**config.mk**
```make
export PLATFORM = sky130hd
export DESIGN_NAME = lane_move_controller_flat
export DESIGN_NICKNAME = d
export VERILOG_FILES = /design/src/rtl/lane_move_pkg.sv /design/src/rtl/lane_move_controller_if.sv /design/src/rtl/frame_tick_gen.sv /design/src/rtl/lane_move_controller.sv /design/src/flat_wrapper.sv
export SDC_FILE = /design/constraint.sdc
export NUM_CORES = 1
export LEC_CHECK = 0
export BUFFER_PORTS_ARGS = -buffer_cell sky130_fd_sc_hd__buf_2
export CELL_PAD_IN_SITES_DETAIL_PLACEMENT = 2
export CELL_PAD_IN_SITES_GLOBAL_PLACEMENT = 2
export CORE_AREA = 2 2 78 80
export CTS_CLUSTER_DIAMETER = 120
export CTS_CLUSTER_SIZE = 28
export DETAILED_ROUTE_END_ITERATION = 12
export DIE_AREA = 0 0 80 82
export PLACE_DENSITY = 0.81
export SYNTH_ARGS = -nofsm -noshare
export SYNTH_HDL_FRONTEND = slang
export SYNTH_SLANG_ARGS = --single-unit
```
**constraint.sdc**
```tcl
create_clock -name Clock -period 3.2 [get_ports Clock]
set_input_delay 0.32 -clock Clock [delete_from_list [all_inputs] [get_ports Clock]]
set_output_delay 0.32 -clock Clock [all_outputs]
set_load 0.01 [all_outputs]
```
**src/rtl/lane_move_pkg.sv**
```systemverilog
// Shared types and helpers for the lane move controller.
//   state_t : FSM states (IDLE, MOVING)
//   dir_t   : movement direction (DIR_L, DIR_R)
//   lane_x    : pixel X of a lane
//   can_move  : whether a step from a lane in a direction stays on the road
//   next_lane : neighbouring lane in a direction
package lane_move_pkg;

    typedef enum logic {
        IDLE   = 1'b0,
        MOVING = 1'b1
    } state_t;

    typedef enum logic {
        DIR_L = 1'b0,
        DIR_R = 1'b1
    } dir_t;

    function automatic logic [7:0] lane_x(input logic [2:0] lane, input int x_origin,
                                          input int lane_width);
        return 8'(x_origin + int'(lane) * lane_width);
    endfunction

    function automatic logic can_move(input logic [2:0] lane, input dir_t dir,
                                      input int num_lanes);
        logic ok;
        if (dir == DIR_L) begin
            ok = (lane != 3'd0);
        end else begin
            ok = (int'(lane) < (num_lanes - 1));
        end
        return ok;
    endfunction

    function automatic logic [2:0] next_lane(input logic [2:0] lane, input dir_t dir);
        logic [2:0] nl;
        if (dir == DIR_L) begin
            nl = lane - 3'd1;
        end else begin
            nl = lane + 3'd1;
        end
        return nl;
    endfunction

endpackage

```
**src/rtl/lane_move_controller_if.sv**
```systemverilog
// Key inputs and position outputs of the lane move controller.
//   Enable, LeftIn, RightIn : driven by the game/debouncer side (master)
//   Lane, PosX, Moving, MoveDone, Blocked : driven by the controller (slave)
interface lane_move_controller_if;
    logic       Enable;
    logic       LeftIn;
    logic       RightIn;
    logic [2:0] Lane;
    logic [7:0] PosX;
    logic       Moving;
    logic       MoveDone;
    logic       Blocked;

    modport master (
        output Enable, LeftIn, RightIn,
        input  Lane, PosX, Moving, MoveDone, Blocked
    );

    modport slave (
        input  Enable, LeftIn, RightIn,
        output Lane, PosX, Moving, MoveDone, Blocked
    );
endinterface

```
**src/rtl/frame_tick_gen.sv**
```systemverilog
// Frame tick generator: free-running counter 0..TICK_DIV-1 while Enable.
//   Clock, Reset (sync, active-high), Enable (low holds the count)
//   Tick : high in the cycle the counter sits at TICK_DIV-1
module frame_tick_gen #(
    parameter int TICK_DIV = 833333
) (
    input  logic Clock,
    input  logic Reset,
    input  logic Enable,
    output logic Tick
);
    localparam int            CW     = (TICK_DIV > 1) ? $clog2(TICK_DIV) : 1;
    localparam logic [CW-1:0] LAST_C = CW'(TICK_DIV - 1);

    logic [CW-1:0] count_r;

    // Cycle counter; wraps after the tick cycle, frozen while disabled.
    always_ff @(posedge Clock) begin
        if (Reset) begin
            count_r <= {CW{1'b0}};
        end else if (Enable) begin
            if (count_r == LAST_C) begin
                count_r <= {CW{1'b0}};
            end else begin
                count_r <= count_r + CW'(1);
            end
        end else begin
            count_r <= count_r;
        end
    end

    assign Tick = Enable && (count_r == LAST_C);

endmodule

```
**src/rtl/lane_move_controller.sv**
```systemverilog
// Lane move controller: edge-detects debounced left/right keys, moves the
// character one lane at a time and animates PosX by STEP_PX per frame tick.
//   Clock, Reset : system clock, synchronous active-high reset
//   ifc.Enable/LeftIn/RightIn : game running flag and key levels
//   ifc.Lane/PosX            : settled lane index and character pixel X
//   ifc.Moving/MoveDone/Blocked : motion flag, arrival pulse, rejected-press pulse
// Optional feature macro MOVE_QUEUE_EN: one-entry press queue during a move.
module lane_move_controller
    import lane_move_pkg::*;
#(
    parameter int NUM_LANES  = 4,
    parameter int START_LANE = 1,
    parameter int X_ORIGIN   = 16,
    parameter int LANE_WIDTH = 40,
    parameter int STEP_PX    = 4,
    parameter int TICK_DIV   = 833333
) (
    input  logic                   Clock,
    input  logic                   Reset,
    lane_move_controller_if.slave  ifc
);
    localparam logic [2:0] START_LANE_C = 3'(START_LANE);
    localparam logic [7:0] START_X_C    = 8'(X_ORIGIN + START_LANE * LANE_WIDTH);
    localparam logic [7:0] STEP_C       = 8'(STEP_PX);

    state_t     state_r, state_nxt;
    dir_t       dir_r, dir_nxt;
    logic [2:0] lane_r, lane_nxt;
    logic [2:0] target_r, target_nxt;
    logic [7:0] pos_r, pos_nxt;
    logic       moving_r;
    logic       done_r, done_nxt;
    logic       blocked_r, blocked_nxt;
    logic       left_q_r, right_q_r;

    logic       tick_s;
    logic       left_press_s, right_press_s;
    logic       press_v_s;
    dir_t       press_d_s;
    logic [7:0] step_pos_s;

`ifdef MOVE_QUEUE_EN
    logic       q_valid_r, q_valid_nxt;
    dir_t       q_dir_r, q_dir_nxt;
    logic       req_v_s;
    dir_t       req_d_s;
`endif

    frame_tick_gen #(.TICK_DIV(TICK_DIV)) u_tick (
        .Clock  (Clock),
        .Reset  (Reset),
        .Enable (ifc.Enable),
        .Tick   (tick_s)
    );

    // A simultaneous left+right press cancels both.
    assign left_press_s  = ifc.LeftIn  & ~left_q_r  & ~(ifc.RightIn & ~right_q_r);
    assign right_press_s = ifc.RightIn & ~right_q_r & ~(ifc.LeftIn  & ~left_q_r);
    assign press_v_s     = left_press_s | right_press_s;
    assign press_d_s     = left_press_s ? DIR_L : DIR_R;
    assign step_pos_s    = (dir_r == DIR_L) ? (pos_r - STEP_C) : (pos_r + STEP_C);

    // Key history; reset high so a key held through reset must be released first.
    always_ff @(posedge Clock) begin
        if (Reset) begin
            left_q_r  <= 1'b1;
            right_q_r <= 1'b1;
        end else begin
            left_q_r  <= ifc.LeftIn;
            right_q_r <= ifc.RightIn;
        end
    end

    // Next-state logic: press handling, per-tick stepping and arrival.
    always_comb begin
        state_nxt   = state_r;
        dir_nxt     = dir_r;
        lane_nxt    = lane_r;
        target_nxt  = target_r;
        pos_nxt     = pos_r;
        done_nxt    = 1'b0;
        blocked_nxt = 1'b0;
`ifdef MOVE_QUEUE_EN
        q_valid_nxt = q_valid_r;
        q_dir_nxt   = q_dir_r;
        // A press in the arrival cycle itself supersedes an older queued one.
        req_v_s     = q_valid_r | press_v_s;
        req_d_s     = press_v_s ? press_d_s : q_dir_r;
`endif
        if (!ifc.Enable) begin
`ifdef MOVE_QUEUE_EN
            q_valid_nxt = 1'b0;
`endif
        end else begin
            case (state_r)
                IDLE: begin
                    if (press_v_s) begin
                        if (can_move(lane_r, press_d_s, NUM_LANES)) begin
                            state_nxt  = MOVING;
                            dir_nxt    = press_d_s;
                            target_nxt = next_lane(lane_r, press_d_s);
                        end else begin
                            blocked_nxt = 1'b1;
                        end
                    end else begin
                        state_nxt = IDLE;
                    end
                end
                MOVING: begin
`ifdef MOVE_QUEUE_EN
                    q_valid_nxt = req_v_s;
                    q_dir_nxt   = req_d_s;
`endif
                    if (tick_s) begin
                        pos_nxt = step_pos_s;
                        if (step_pos_s == lane_x(target_r, X_ORIGIN, LANE_WIDTH)) begin
                            lane_nxt  = target_r;
                            done_nxt  = 1'b1;
                            state_nxt = IDLE;
`ifdef MOVE_QUEUE_EN
                            // Queued press is judged from the lane just reached.
                            q_valid_nxt = 1'b0;
                            if (req_v_s) begin
                                if (can_move(target_r, req_d_s, NUM_LANES)) begin
                                    state_nxt  = MOVING;
                                    dir_nxt    = req_d_s;
                                    target_nxt = next_lane(target_r, req_d_s);
                                end else begin
                                    blocked_nxt = 1'b1;
                                end
                            end else begin
                                state_nxt = IDLE;
                            end
`endif
                        end else begin
                            state_nxt = MOVING;
                        end
                    end else begin
                        state_nxt = MOVING;
                    end
                end
                default: begin
                    state_nxt = IDLE;
                end
            endcase
        end
    end

    // State, position and registered output pulses.
    always_ff @(posedge Clock) begin
        if (Reset) begin
            state_r   <= IDLE;
            dir_r     <= DIR_R;
            lane_r    <= START_LANE_C;
            target_r  <= START_LANE_C;
            pos_r     <= START_X_C;
            moving_r  <= 1'b0;
            done_r    <= 1'b0;
            blocked_r <= 1'b0;
        end else begin
            state_r   <= state_nxt;
            dir_r     <= dir_nxt;
            lane_r    <= lane_nxt;
            target_r  <= target_nxt;
            pos_r     <= pos_nxt;
            moving_r  <= (state_nxt == MOVING);
            done_r    <= done_nxt;
            blocked_r <= blocked_nxt;
        end
    end

`ifdef MOVE_QUEUE_EN
    // One-entry press queue, live only during a move.
    always_ff @(posedge Clock) begin
        if (Reset) begin
            q_valid_r <= 1'b0;
            q_dir_r   <= DIR_R;
        end else begin
            q_valid_r <= q_valid_nxt;
            q_dir_r   <= q_dir_nxt;
        end
    end
`endif

    assign ifc.Lane     = lane_r;
    assign ifc.PosX     = pos_r;
    assign ifc.Moving   = moving_r;
    assign ifc.MoveDone = done_r;
    assign ifc.Blocked  = blocked_r;

endmodule

```
**src/flat_wrapper.sv**
```systemverilog
// flat-port wrapper written by rule: the top's interface ports become plain ports
module lane_move_controller_flat import lane_move_pkg::*;
#(
    parameter int NUM_LANES  = 4,
    parameter int START_LANE = 1,
    parameter int X_ORIGIN   = 16,
    parameter int LANE_WIDTH = 40,
    parameter int STEP_PX    = 4,
    parameter int TICK_DIV   = 833333
)
  (Clock, Reset, ifc_Enable, ifc_LeftIn, ifc_RightIn, ifc_Lane, ifc_PosX, ifc_Moving, ifc_MoveDone, ifc_Blocked);
  lane_move_controller_if ifc_i ();
  input  logic Clock;
  input  logic Reset;
  input wire logic [$bits(ifc_i.Enable)-1:0] ifc_Enable;
  input wire logic [$bits(ifc_i.LeftIn)-1:0] ifc_LeftIn;
  input wire logic [$bits(ifc_i.RightIn)-1:0] ifc_RightIn;
  output wire logic [$bits(ifc_i.Lane)-1:0] ifc_Lane;
  output wire logic [$bits(ifc_i.PosX)-1:0] ifc_PosX;
  output wire logic [$bits(ifc_i.Moving)-1:0] ifc_Moving;
  output wire logic [$bits(ifc_i.MoveDone)-1:0] ifc_MoveDone;
  output wire logic [$bits(ifc_i.Blocked)-1:0] ifc_Blocked;
  assign ifc_i.Enable = ifc_Enable;
  assign ifc_i.LeftIn = ifc_LeftIn;
  assign ifc_i.RightIn = ifc_RightIn;
  assign ifc_Lane = ifc_i.Lane;
  assign ifc_PosX = ifc_i.PosX;
  assign ifc_Moving = ifc_i.Moving;
  assign ifc_MoveDone = ifc_i.MoveDone;
  assign ifc_Blocked = ifc_i.Blocked;
  lane_move_controller #(.NUM_LANES(NUM_LANES), .START_LANE(START_LANE), .X_ORIGIN(X_ORIGIN), .LANE_WIDTH(LANE_WIDTH), .STEP_PX(STEP_PX), .TICK_DIV(TICK_DIV)) u_core (.Clock(Clock), .Reset(Reset), .ifc(ifc_i));
endmodule
```
======== After elaboration in Yosys (flattened, before gate mapping) ========
Index checks and enable logic that the tools add are counted.
Widths: inputs -> output; s select.
storage, ports and cells
  output and inout bits ................... 14
  word-level logic and storage cells ...... 55
  bits of input ports ..................... 5
  bits in registers ....................... 40
operators by class
  add/sub/neg operators ................... 6
  muxes and demuxes ....................... 15
  multipliers ............................. 1
  bitwise logic cells ..................... 13
  reductions and logical operators ........ 7
  magnitude comparators ................... 1
  equal/unequal tests ..................... 2
operator list
  kind                   number
  $add 20x1->20 const B  1
  $eq 20x20->1 const B   1
  $mux 20                1
  $mux 1                 11
  $add 6x8->8 const A    1
  $add 8x3->8 const B    1
  $eq 8x8->1             1
  $mux 8                 1
  $not 1->1              8
  $reduce_and 4->1       2
  $reduce_or 4->1        2
  $sub 8x3->8 const B    1
  $mul 3x3->5 const B    1
  $and 1x1->1            4
  $add 3x1->3 const B    1
  $lt 3x2->1 const B     1
  $mux 3                 1
  $reduce_and 3->1       1
  $reduce_bool 3->1      1
  $sub 3x1->3 const B    1
  $pmux 1 s2             1
  $logic_and 1x1->1      1
  $or 1x1->1             1

======== Depth between registers and ports, before layout ========
  word-level depth ........................ 11
  mapped depth ............................ 9
  mapped depth without buffers ............ 9

======== Hierarchy ========
A second synthesis with hierarchy kept.
second synthesis, totals
  cell total of the unflattened synthesis .. 230
  area total of the unflattened synthesis .. 2163.3 µm²
modules (own cells, without submodules)
  module                area an instance (µm²)  seq. area each (µm²)  times used  cells each
  lane_move_controller  1116.1                  360.3                 1           114
  frame_tick_gen        1047.3                  400.4                 1           116

======== Worst setup path before layout ========
Ideal clock, no wire load.
  path kind ............................... register to register
  start point ............................. register u_core.pos_r[2], in the netlist u_core.ifc.PosX[2]
  end point ............................... register u_core.lane_r[1], in the netlist u_core.ifc.Lane[1]
  setup slack ............................. 0.714 ns
  data arrival time ....................... 2.353 ns
  data required time ...................... 3.068 ns
  stages on the path, launching flop included .. 9
  library setup time ...................... 0.132 ns
  clock period less this slack ............ 2.486 ns
  buffers on the path ..................... 0
  path through ............................ dfxtp_1 > inv_1 > fa_1 > nand2b_1 > o2bb2ai_2 > xnor3_1 > or4b_1 > o21ai_0 > a21oi_1
on the way
  word-level cells in the longest chain between the ends .. 4
  elaborated cells between the ends (all ways) .. 5
  classes of those cells .................. add/sub: 2; eq/ne: 1; mux: 1; reduce/logical: 1
RTL lines
  item                                               line                         text
  from (decl)                                        lane_move_controller.sv:30   logic [7:0] pos_r, pos_nxt;
  from (signal assigned)                             lane_move_controller.sv:165  pos_r <= pos_nxt;
  $sub 8x3->8 / $add 8x3->8 (equally long branches)  lane_move_controller.sv:61   assign step_pos_s = (dir_r == DIR_L) ? (pos_r - STEP_C) : (pos_r + STEP_C);
  $mux 8 *                                           lane_move_controller.sv:61
  named net u_core.step_pos_s[2]                     lane_move_controller.sv:40   logic [7:0] step_pos_s;
  $eq 8x8->1 *                                       lane_move_controller.sv:116  if (step_pos_s == lane_x(target_r, X_ORIGIN, LANE_WIDTH)) begin
  $reduce_and 4->1 (no line) *                       n/a
  to (signal assigned)                               lane_move_controller.sv:163  lane_r <= lane_nxt;
  to (decl)                                          lane_move_controller.sv:28   logic [2:0] lane_r, lane_nxt;
Mark *: on every way through the listed nets, which the timed path passes. The rest lies on a longest branch.
A chain may end at the register's enable or synchronous reset.

======== Worst setup path in the final report ========
Ends and elaborated chain as after synthesis.

==> key figures <==
Floorplanning
  • Core area: 0.00575 mm2
  • FP Rows: 28
  • Die height: 82 um
  • Die width: about 80 um
  • Die area: 0.00656 mm2
  • Initial Util: 0.359
  • # IOs: 19

Clock network
  • CTS H-tree lvls: 2
  • CTS tree: yes
  • Clk_lat worst skew: between 0.2 and 0.3 ns
  • Hold buffers post-CTS: 0
  • Resize count post-CTS: 0
  • Total CTS buffers: 5
  • Clock Sink Count: 38
  • Post-CTS setup buffer count: 0
  • Clock Path Buffers: 2
  • Root buf cell: clkbuf_8
  • Clk slew on worst S/H paths: approximately 0.09 ns

Place
  • Gpl congestion: a little under 0.8
  • Port Buffers: 16
  • Setup slack at placement: 0.576 ns
  • Hpwl dp: 3.62 mm

Timing
  • Worst-Margin Slew: 0.552 ns
  • Final period util: 0.823
  • Clock skew: 0.0116 ns
  • Slew Limit Fails: 0
  • Setup Viol. Count Final: 0
  • Fmax: about 380 MHz
  • Slew HR: 0.629
  • Total Neg Setup Slack: 0 ns
  • Hold Vio Cnt, Final: 0
  • Worst setup margin: 0.568 ns
  • Unrepaired setup endpoints after global routing: no
  • Tmin final: 2.63 ns
  • WHS: 0.215 ns

Flow run
  • Max_cap viols: 0

Routing
  • Drt pass-1 iters: 4
  • WL final: between 4 and 5 mm
  • Post-route ant nets: 0
  • DR vias: between 1500 and 2000
  • Drt via density: around 5
  • DRT iter0 DRCs: 45
  • Remaining DRCs: 0
  • Wirelength per Cell: 15.3 um

Critical path
  • Max FO, Critical Path: 5
  • Critical-path cell list: inv_1, fa_1, nand2b_1, o2bb2ai_2, xnor3_1, or4b_1, o21ai_0, a21oi_1
  • Crit-path max cell delay: 0.54 ns
  • Data required, critical path: between 3 and 4 ns
  • CP startpoint kind: register
  • CP max-delay cell: or4b_1
  • Setup CP Type: register to register
  • Crit end category: register
  • Critical path data arrival time: 2.81 ns

Cells and area
  • Commonest non-fill, non-tap cell in the layout: dfxtp_1
  • ANT cells: 0
  • Nets: 258
  • Most frequent cells in the layout: dfxtp_1, nor2_1, xor2_1, buf_2, xnor2_1
  • Multi-input gate area: 0.00122 mm2
  • Core Util, Final: 0.404
  • Register area: 761 um2
  • Fillers: ~670
  • Layout area overhead: 12.4%
  • Share of layout cells above drive strength 1: 0.149

Global routing
  • Global-route wire length before repair: 8.24 mm
  • Initial antenna violation count: 0
  • Largest net degree at the start of global routing: 21
  • Overall Global Routing Usage: 0.162
  • Gr ovfl total: 0
  • Vias in the first global route: 1725

Yosys
  • Yosys warnings: 0
  • Register area share after synthesis: 0.368
  • EDFF count, synth: 0
  • Avg Inst Size Synth: 9.22 um2
  • Post-Syn Area: 0.00206 mm2
  • Post-synth top area share: 0.368
  • #FFs+latches synth: 38
  • Synth cell types: 42
  • Gate Count Post-Synth: between 200 and 250
  • Yosys top cell by area: dfxtp_1
  • Asr flop ratio synth: 0
  • Ys flop type: dfxtp_1
  • Synth top area cells: dfxtp_1, xor2_1, ha_1, nor2_1, xnor2_1

Hold path
  • HP Class: primary input to register

Power
  • Overall power: just over 1000 uW
  • Leakage Power: 0.000957 uW
  • Pwr/cell area: 438 mW/mm2
  • Maximum VDD drop: around 0.17 mV

Status
  • Status: completed
[critical path, delay by kind of cell, from the launching register on]
| kind | cells | cell delay, ns |
|---|---|---|
| XOR/XNOR | 1 | 0.39 |
| adder cells (fa/ha/maj) | 1 | 0.46 |
| AO/OA/AOI/OAI | 3 | 0.43 |
| flip-flops | 1 | 0.42 |
| buffers and inverters | 1 | 0.10 |
| AND/OR/NAND/NOR | 2 | 0.71 |
[final timing paths]
path	end	slack, ns	cells after the start	startpoint
worst max-delay path	u_core.ifc.Lane[1]$_SDFFE_PP0P_	0.57	8	u_core.ifc.PosX[2]$_SDFFE_PP0P_
worst max register to register	u_core.ifc.Lane[1]$_SDFFE_PP0P_	0.57	8	u_core.ifc.PosX[2]$_SDFFE_PP0P_
worst min register to register	u_core.ifc.PosX[6]$_SDFFE_PP0P_	0.48	2	u_core.ifc.PosX[6]$_SDFFE_PP0P_
worst min-delay path	u_core.left_q_r$_SDFF_PP1_	0.21	2	ifc_LeftIn
[routing by layer]
metal | global-route usage | vias to the layer above | routed length, um
li1 | - | 795 | -
met1 | 0.183 | 818 | 2140
met2 | 0.308 | 10 | 2600
met3 | 0.0363 | 2 | 90
met4 | 0.0407 | 0 | 21
met5 | 0 | - | 0
[report_power, final]
part           total, uW  switching [uW]  internal [uW]
Sequential           489            8.70            480
Clock                417             185            232
Combinational        110            58.2           51.9
Total               1020             252            764
[stage by stage]
stage	area, um2	std cells
2_1_floorplan	2070	225
3_3_place_gp	2210	309
3_5_place_dp	2210	309
4_1_cts	2320	317
5_1_grt	2320	317
6_report	2320	317
[flip-flops by register name, summed over array words and instances (netlist names)]
register,cells
u_core.dir_r,1
u_core.ifc.Blocked,1
u_core.ifc.Lane,3
u_core.ifc.MoveDone,1
u_core.ifc.PosX,6
u_core.left_q_r,1
u_core.right_q_r,1
u_core.state_r,1
u_core.target_r,3
u_core.u_tick.count_r,20
[synth_stat cells, types with 3 or more instances]
cell and number:
dfxtp_1 38, nor2_1 33, xor2_1 17, xnor2_1 14, nand4_1 11, a21oi_1 10, ha_1 10, inv_1 10
nand2_1 10, nand3_1 7, and3_1 6, a211o_1 5, o21ai_0 5, clkbuf_1 4, nor3_1 4, or2_2 4
nand2b_1 3, xnor3_1 3
[cell families after synthesis]
logic type / synth area share
buf+inv: 0.0436
flops: 0.368
xor+xnor: 0.164
simple gates: 0.253
compound gates: 0.0836
fa+ha+maj: 0.0800
mux: 0.00485
other cells: 0.00182
[layout make-up]
type,instances,area share
clock inverter,3,0.0194
sequential,38,0.328
clock buffer,5,0.0296
timing repair buffer,16,0.0345
inverter,11,0.0237
tap,75,0.0404
multi-input combinational,169,0.525
(Power assumes the default switching activity.)
